`config.mk`:
```
export PLATFORM = sky130hd
export DESIGN_NAME = snitch_tohost_arbiter
export DESIGN_NICKNAME = d
export VERILOG_FILES = /design/src/rtl/snitch_tohost_arbiter.sv
export SDC_FILE = /design/constraint.sdc
export NUM_CORES = 1
export LEC_CHECK = 0
export CORE_AREA = 10 10 302 304
export CTS_CLUSTER_DIAMETER = 100
export DETAILED_ROUTE_END_ITERATION = 6
export DIE_AREA = 0 0 312 314
export HOLD_SLACK_MARGIN = 0.05
export SETUP_SLACK_MARGIN = 0.05
export SYNTH_ARGS = -nofsm -noshare
export SYNTH_HDL_FRONTEND = slang
export SYNTH_SLANG_ARGS = --single-unit
```
`constraint.sdc`:
```
create_clock -name clk_i -period 8 [get_ports clk_i]
set_clock_uncertainty 0.05 [all_clocks]
set_input_delay 2.4 -clock clk_i [delete_from_list [all_inputs] [get_ports clk_i]]
set_output_delay 2.4 -clock clk_i [all_outputs]
set_load 0.02 [all_outputs]
```
`src/rtl/snitch_tohost_arbiter.sv`:
```
// snitch_tohost_arbiter: shares the tohost/fromhost mailbox among cores.
// Round-robin grant, host handoff, reply routing and sticky exit decode.
module snitch_tohost_arbiter #(
  parameter int unsigned NrCores   = 8,
  parameter int unsigned DataWidth = 64,
  localparam int unsigned CoreW    = (NrCores > 1) ? $clog2(NrCores) : 1
) (
  input  logic                         clk_i,
  input  logic                         rst_ni,
  input  logic [NrCores-1:0]           req_valid_i,
  input  logic [NrCores*DataWidth-1:0] req_data_i,
  output logic [NrCores-1:0]           req_ready_o,
  output logic                         host_valid_o,
  input  logic                         host_ready_i,
  output logic [DataWidth-1:0]         host_data_o,
  output logic [CoreW-1:0]             host_core_o,
  input  logic                         fromhost_valid_i,
  input  logic [DataWidth-1:0]         fromhost_data_i,
  output logic [NrCores-1:0]           resp_valid_o,
  output logic [DataWidth-1:0]         resp_data_o,
  output logic                         exit_o,
  output logic [DataWidth-2:0]         exit_code_o
);

  typedef enum logic [1:0] {
    IDLE,
    SEND,
    WAIT,
    EXIT
  } state_e;

  state_e                r_state;
  state_e                w_state_nxt;
  logic [CoreW-1:0]      r_rr;
  logic [CoreW-1:0]      r_core;
  logic [DataWidth-1:0]  r_data;
  logic [NrCores-1:0]    r_resp_valid;
  logic [DataWidth-1:0]  r_resp_data;

  logic                  w_gvalid;
  logic [CoreW-1:0]      w_gidx;
  logic [CoreW-1:0]      w_rr_nxt;
  logic [DataWidth-1:0]  w_gdata;
  logic                  w_take;
  logic                  w_resp;

  // Round-robin pick: lowest requester at or above the pointer, else wrap.
  always_comb begin
    w_gvalid = 1'b0;
    w_gidx   = '0;
    for (int i = 0; i < NrCores; i++) begin
      if (!w_gvalid && req_valid_i[i] && (CoreW'(i) >= r_rr)) begin
        w_gvalid = 1'b1;
        w_gidx   = CoreW'(i);
      end
    end
    for (int i = 0; i < NrCores; i++) begin
      if (!w_gvalid && req_valid_i[i]) begin
        w_gvalid = 1'b1;
        w_gidx   = CoreW'(i);
      end
    end
  end

  // Data of the picked core and the pointer value after it.
  always_comb begin
    w_gdata = '0;
    for (int i = 0; i < NrCores; i++) begin
      if (w_gidx == CoreW'(i)) begin
        w_gdata = req_data_i[i*DataWidth +: DataWidth];
      end
    end
    if (w_gidx == CoreW'(NrCores - 1)) begin
      w_rr_nxt = '0;
    end else begin
      w_rr_nxt = w_gidx + 1'b1;
    end
  end

  // State register.
  always_ff @(posedge clk_i) begin
    if (!rst_ni) begin
      r_state <= IDLE;
    end else begin
      r_state <= w_state_nxt;
    end
  end

  // Next state and mailbox-side outputs.
  always_comb begin
    w_state_nxt  = r_state;
    w_take       = 1'b0;
    w_resp       = 1'b0;
    req_ready_o  = '0;
    host_valid_o = 1'b0;
    exit_o       = 1'b0;
    exit_code_o  = '0;
    unique case (r_state)
      IDLE: begin
        if (w_gvalid) begin
          w_take      = 1'b1;
          req_ready_o = NrCores'(1) << w_gidx;
          w_state_nxt = SEND;
        end
      end
      SEND: begin
        host_valid_o = 1'b1;
        if (host_ready_i) begin
          w_state_nxt = r_data[0] ? EXIT : WAIT;
        end
      end
      WAIT: begin
        if (fromhost_valid_i) begin
          w_resp      = 1'b1;
          w_state_nxt = IDLE;
        end
      end
      EXIT: begin
        exit_o      = 1'b1;
        exit_code_o = r_data[DataWidth-1:1];
      end
    endcase
  end

  // Captured request, pointer and registered reply pulse.
  always_ff @(posedge clk_i) begin
    if (!rst_ni) begin
      r_rr         <= '0;
      r_core       <= '0;
      r_data       <= '0;
      r_resp_valid <= '0;
      r_resp_data  <= '0;
    end else begin
      r_resp_valid <= '0;
      if (w_take) begin
        r_data <= w_gdata;
        r_core <= w_gidx;
        r_rr   <= w_rr_nxt;
      end
      if (w_resp) begin
        r_resp_valid <= NrCores'(1) << r_core;
        r_resp_data  <= fromhost_data_i;
      end
    end
  end

  assign host_data_o  = r_data;
  assign host_core_o  = r_core;
  assign resp_valid_o = r_resp_valid;
  assign resp_data_o  = r_resp_data;

endmodule

```
Word level (Yosys, flattened, before mapping)
Cells that the tools add are included.
{"block": "op_classes", "addsub": 1, "order_cmp": 8, "eq_ne": 13, "n_shift": 2, "mux": 54, "reduce_logical": 43}
{"op": "$mux W64", "n": 8}
{"op": "$mux W63", "n": 1}
{"op": "$mux W3", "n": 15}
{"op": "$mux W1", "n": 24}
{"op": "$logic_and A1 B1 Y1", "n": 23}
{"op": "$mux W8", "n": 2}
{"op": "$shl A1 B3 Y8 const A", "n": 2}
{"op": "$logic_not A1 Y1", "n": 15}
{"op": "$eq A3 B3 Y1 const B", "n": 4}
{"op": "$ge A3 B3 Y1 const A", "n": 4}
{"op": "$eq A3 B2 Y1 const B", "n": 2}
{"op": "$ge A1 B3 Y1 const A", "n": 2}
{"op": "$ge A2 B3 Y1 const A", "n": 2}
{"op": "$mux W2", "n": 3}
{"op": "$ne A2 B2 Y1 const B", "n": 3}
{"op": "$pmux W2 S3", "n": 1}
{"op": "$eq A2 B2 Y1 const B", "n": 2}
{"op": "$reduce_and A4 Y1", "n": 1}
{"op": "$add A3 B1 Y3 const B", "n": 1}
{"op": "$eq A3 B1 Y1 const B", "n": 1}
{"op": "$logic_not A3 Y1", "n": 1}
{"op": "$reduce_bool A3 Y1", "n": 1}
{"op": "$eq A2 B1 Y1 const B", "n": 1}
{"op": "$logic_not A2 Y1", "n": 1}
{"op": "$reduce_and A2 Y1", "n": 1}
{"block": "totals", "regBits": 144, "input_bits": 588, "out_inout_bits": 212, "wordCells": 127}

Logic depth before layout (Yosys ltp)
{"block": "logic_depth", "word_depth": 64, "depth_mapped": 16}

Least setup slack after synthesis
No wires, ideal clock.
{"block": "synth_timing", "kind": "input to output", "start": "in req_valid_i[5]", "end": "out req_ready_o[1]", "t_arrival_ps": 4855, "required_time_ps": 5550, "path_slack_ps": 695, "path_stages": 13, "path_cell_list": "buf_6 > o2bb2ai_1 > and4_1 > o31a_1 > o21ai_0 > a21o_1 > ha_1 > inv_1 > clkbuf_1 > clkbuf_1 > clkbuf_1 > clkbuf_1 > nor3_1"}
{"block": "synth_via", "elab_chain_cells": 38}
{"item": "start: declaration", "line_no": "10", "text": "input logic [NrCores-1:0] req_valid_i,"}
{"item": "$logic_and A1 B1 Y1 (2 in a row)", "line_no": "52", "text": "if (!w_gvalid && req_valid_i[i] && (CoreW'(i) >= r_rr)) begin"}
{"item": "$mux W1", "line_no": "52"}
{"item": "$logic_not A1 Y1", "line_no": "52"}
{"item": "$logic_and A1 B1 Y1 (2 in a row)", "line_no": "52"}
{"item": "$mux W1", "line_no": "52"}
{"item": "$logic_not A1 Y1", "line_no": "52"}
{"item": "$logic_and A1 B1 Y1 (2 in a row)", "line_no": "52"}
{"item": "$mux W1", "line_no": "52"}
{"item": "[... 19 more ...]"}
{"item": "$logic_and A1 B1 Y1", "line_no": "58", "text": "if (!w_gvalid && req_valid_i[i]) begin"}
{"item": "$mux W1", "line_no": "58"}
{"item": "$logic_not A1 Y1", "line_no": "58"}
{"item": "$logic_and A1 B1 Y1", "line_no": "58"}
{"item": "$mux W3", "line_no": "58"}
{"item": "$shl A1 B3 Y8", "line_no": "102", "text": "req_ready_o = NrCores'(1) << w_gidx;"}
{"item": "$mux W8 *", "line_no": "100", "text": "if (w_gvalid) begin"}
{"item": "$mux W8 *", "line_no": "98", "text": "unique case (r_state)"}
{"item": "end: declaration", "line_no": "12", "text": "output logic [NrCores-1:0] req_ready_o,"}
Every way passes the cells marked *; elsewhere a longest branch is shown, timed or not.

Worst setup path after layout
{"block": "layout_timing", "start": "in req_valid_i[3]", "end": "out req_ready_o[7]"}
{"block": "layout_via", "elab_chain_cells": 46}
{"item": "$logic_and A1 B1 Y1 (2 in a row)", "line_no": "52"}
{"item": "$mux W1", "line_no": "52"}
{"item": "$logic_not A1 Y1", "line_no": "52"}
{"item": "$logic_and A1 B1 Y1 (2 in a row)", "line_no": "52"}
{"item": "$mux W1", "line_no": "52"}
{"item": "$logic_not A1 Y1", "line_no": "52"}
{"item": "$logic_and A1 B1 Y1 (2 in a row)", "line_no": "52"}
{"item": "$mux W1", "line_no": "52"}
{"item": "[... 28 more ...]"}
{"item": "$mux W1", "line_no": "58"}
{"item": "$logic_not A1 Y1", "line_no": "58"}
{"item": "$logic_and A1 B1 Y1", "line_no": "58"}
{"item": "$mux W3 *", "line_no": "58"}
{"item": "net w_gidx[0]", "line_no": "41", "text": "logic [CoreW-1:0] w_gidx;"}
{"item": "$shl A1 B3 Y8 *", "line_no": "102"}
{"item": "$mux W8 *", "line_no": "100"}
{"item": "$mux W8 *", "line_no": "98"}
The timed path passes the listed nets; every way through them passes the cells marked *.

==> metrics <==
status finished, violations left; failing checks DRC; die area 0.0980 sq mm; crit path capture req_ready_o[7]; first-pass GRT wire length 129 mm; largest family of logic cells by synthesized area compound AO/OA/AOI/OAI gates; fill cell count 9471; H-tree depth 4; core area 0.0849 sq mm; CP Max Fanout 4; Synth Area in Compound Gates 39.7%; Mean Syn Cell Area 7.06 sq um; vias per cell 4.65; Max Cap Viol 0; synth warn 0; initial DRC count 1861; Max Slew Vio Count 0; vias in the first global route 15222; xor/xnor cell area share of the yosys netlist 0%; P per Cell Area 302 mW/mm^2; commonest cells after routing, fill and taps aside clkdlybuf4s50_1 (794), nand2_1 (330), dfxtp_1 (144); DRT antenna net count 0; placed inst area 0.0199 sq mm; sequential area share after synthesis 26.7%; global route overflow 0; net count after synthesis 2128; per-cell routed wire length 28.4 um; Cell Area, Synth 0.0108 sq mm; setup_tns 0 ns; fin crit period 7.68 ns; final wirelength 95.9 mm; Synth Area in Simple Gates 24.8%; async set-reset flop share out of synthesis 0%; Reg2Reg Setup Slack 3.23 ns; Final nets 2811; CTS Sinks 144; headroom to the max-slew limit 13.4%; Worst Path Arrival 5.23 ns; Reg area 0.00288 sq mm; largest net degree at the start of global routing 129; layout cells sized above 1 5.48%; worst slew pin tran 1.30 ns; synthesized instance count 1530; Resized Gates After CTS 0; Multi-input gate area 0.00721 sq mm; worst-skew pair later-pin latency 0.48 ns; final setup fails 0; worst reg2reg path depth 13; Seq cells post-synth 144; CP Data Required Time 5.55 ns; Hold Vio Cnt, Final 0; CTS tree built; largest cells by area after synthesis dfxtp_1 (27%), nand2_1 (12%), o22ai_1 (7.6%); CP endpoint kind output pin; adder-cell share of the synthesized area 1.16%; crit path launch type primary input; Die W 312 um; Reg clk slew, reported paths 0.07 ns; # hold bufs at CTS 0; cell accounting for the most synthesized area dfxtp_1; Clock Path Buffers 2; # DRC 4; Area Overhead vs Synth 90.7%; worst vdd ir 0.448 mV; crit path kind primary input to output pin; RSZ-0062 raised after global routing false; DPL Wire Length 75.2 mm; num ports 800; part of the cycle the worst path needs 96.0%; gpl congestion 0.902; r2r endpoint host_data_o[62]$_SDFFE_PN0P_; Post-CTS Setup Repair Bufs 0; die height 314 um; Synth Flop Type dfxtp_1; Crit Reg-Reg Startpoint r_rr[1]$_SDFFE_PN0P_; LEAKAGE 7.58 nW; Fmax achieved 130 MHz; leading cell type in the layout, fill and taps excluded clkdlybuf4s50_1; CTS root buffer clkbuf_16; number of synthesized flops with an enable pin 0; multiplexer share of the synthesized area 0%; # rows 107; Starting Density 12.7%; Hold WC Path Type flop to flop; TritonCTS Buffers 17; total iterations of the first detailed-routing run 7; total track usage 18.5%; antenna violations before repair 47; Yosys cell types 51; routed vias 15732; Port Buffers 799; Design Area, Final 0.0206 sq mm; Critical path origin req_valid_i[3]; top cell type's share of synthesized area 26.7%
kinds of logic (layout without fill, tap and decap cells):
family | count (synthesis) | in the layout
AO/OA/AOI/OAI | 620 | 620
buffers and inverters | 188 | 884
other | 0 | 11
adder cells (fa/ha/maj) | 10 | 10
AND/OR/NAND/NOR | 568 | 568
flip-flops | 144 | 144
power breakdown:
| part | total (mW) | internal, mW | leakage [nW] | switching [mW] |
|---|---|---|---|---|
| registers | 1.09 | 0.892 | 1.18 | 0.196 |
| logic | 4.19 | 1.61 | 6.08 | 2.58 |
| clock network | 0.935 | 0.504 | 0.312 | 0.431 |
per-layer routing:
layer  vias up  track usage (%)  routed length (um)
met5         -                0                 165
met4        24             4.79                2060
met3       107             6.48                9680
met2       955             30.4               44700
met1      7621             22.8               39300
li1       7025                -                   -
synth_stat cells, types with 2 or more instances:
cell,instances
a221oi_1,40
and3_1,65
clkbuf_1,124
or3_1,3
buf_1,13
nor3_1,8
a21oi_1,136
inv_2,2
buf_2,21
and2_1,129
o22ai_1,131
ha_1,10
a211o_1,2
inv_1,14
a221oi_2,24
nand2b_1,3
a21o_1,68
nor2b_1,2
o21ai_0,131
nand2_1,331
a222oi_1,64
nor4_1,2
buf_4,2
dfxtp_1,144
o211a_1,3
o21a_1,3
nor3b_1,2
nor2_1,15
nand3_1,4
a211oi_1,3
buf_6,11
registers in the layout (all words and copies together), names as in the netlist:
name and flops:
host_core_o 3, host_data_o 64, r_rr 3, r_state 2
resp_data_o 64, resp_valid_o 8
worst max-delay path: stages:
cell             delay [ns]
clkdlybuf4s50_1        0.55
nor2_1                 0.10
a41o_2                 0.30
and3_1                 0.16
a21oi_1                0.19
o21a_1                 0.26
inv_1                  0.13
ha_1                   0.29
ha_4                   0.18
and2_1                 0.13
clkdlybuf4s50_1        0.54
worst min-delay path by stage:
| stage | startpoint | to | slack, ns | cells after the start |
|---|---|---|---|---|
| 3_3_place_gp | resp_data_o[1]$_SDFFE_PN0P_ | resp_data_o[1]$_SDFFE_PN0P_ | 0.39 | 2 |
| 5_1_grt | resp_data_o[26]$_SDFFE_PN0P_ | resp_data_o[26]$_SDFFE_PN0P_ | 0.43 | 2 |
| 2_1_floorplan | r_rr[0]$_SDFFE_PN0P_ | r_rr[0]$_SDFFE_PN0P_ | 0.44 | 2 |
| 6_report | resp_data_o[14]$_SDFFE_PN0P_ | resp_data_o[14]$_SDFFE_PN0P_ | 0.40 | 2 |
| 4_1_cts | resp_data_o[14]$_SDFFE_PN0P_ | resp_data_o[14]$_SDFFE_PN0P_ | 0.41 | 2 |
| 3_5_place_dp | resp_data_o[14]$_SDFFE_PN0P_ | resp_data_o[14]$_SDFFE_PN0P_ | 0.40 | 2 |
per-stage QoR:
stage | std cells | util [%] | total power, mW | setup slack, ns | hold WS [ns]
4_1_cts | 3370 | 24.2 | 6.24 | 0.100 | 0.406
2_1_floorplan | 1530 | - | 3.29 | 0.695 | 0.445
3_3_place_gp | 3338 | 23.5 | 5.25 | 0.0735 | 0.391
6_report | 3381 | 24.3 | 6.21 | 0.318 | 0.404
3_5_place_dp | 3338 | 23.5 | 5.27 | 0.112 | 0.396
5_1_grt | 3372 | 24.2 | 6.56 | 0.138 | 0.426
area by class of cell:
class | count | share of cell area (%)
Clock inverter | 15 | 0.978
Inverter | 16 | 0.346
Sequential cell | 144 | 14.0
Antenna cell | 11 | 0.134
Multi-Input combinational cell | 1198 | 35.0
Timing Repair Buffer | 836 | 40.5
Clock buffer | 17 | 2.06
Tap cell | 1144 | 6.95
Power figures use the tool's default switching activity.
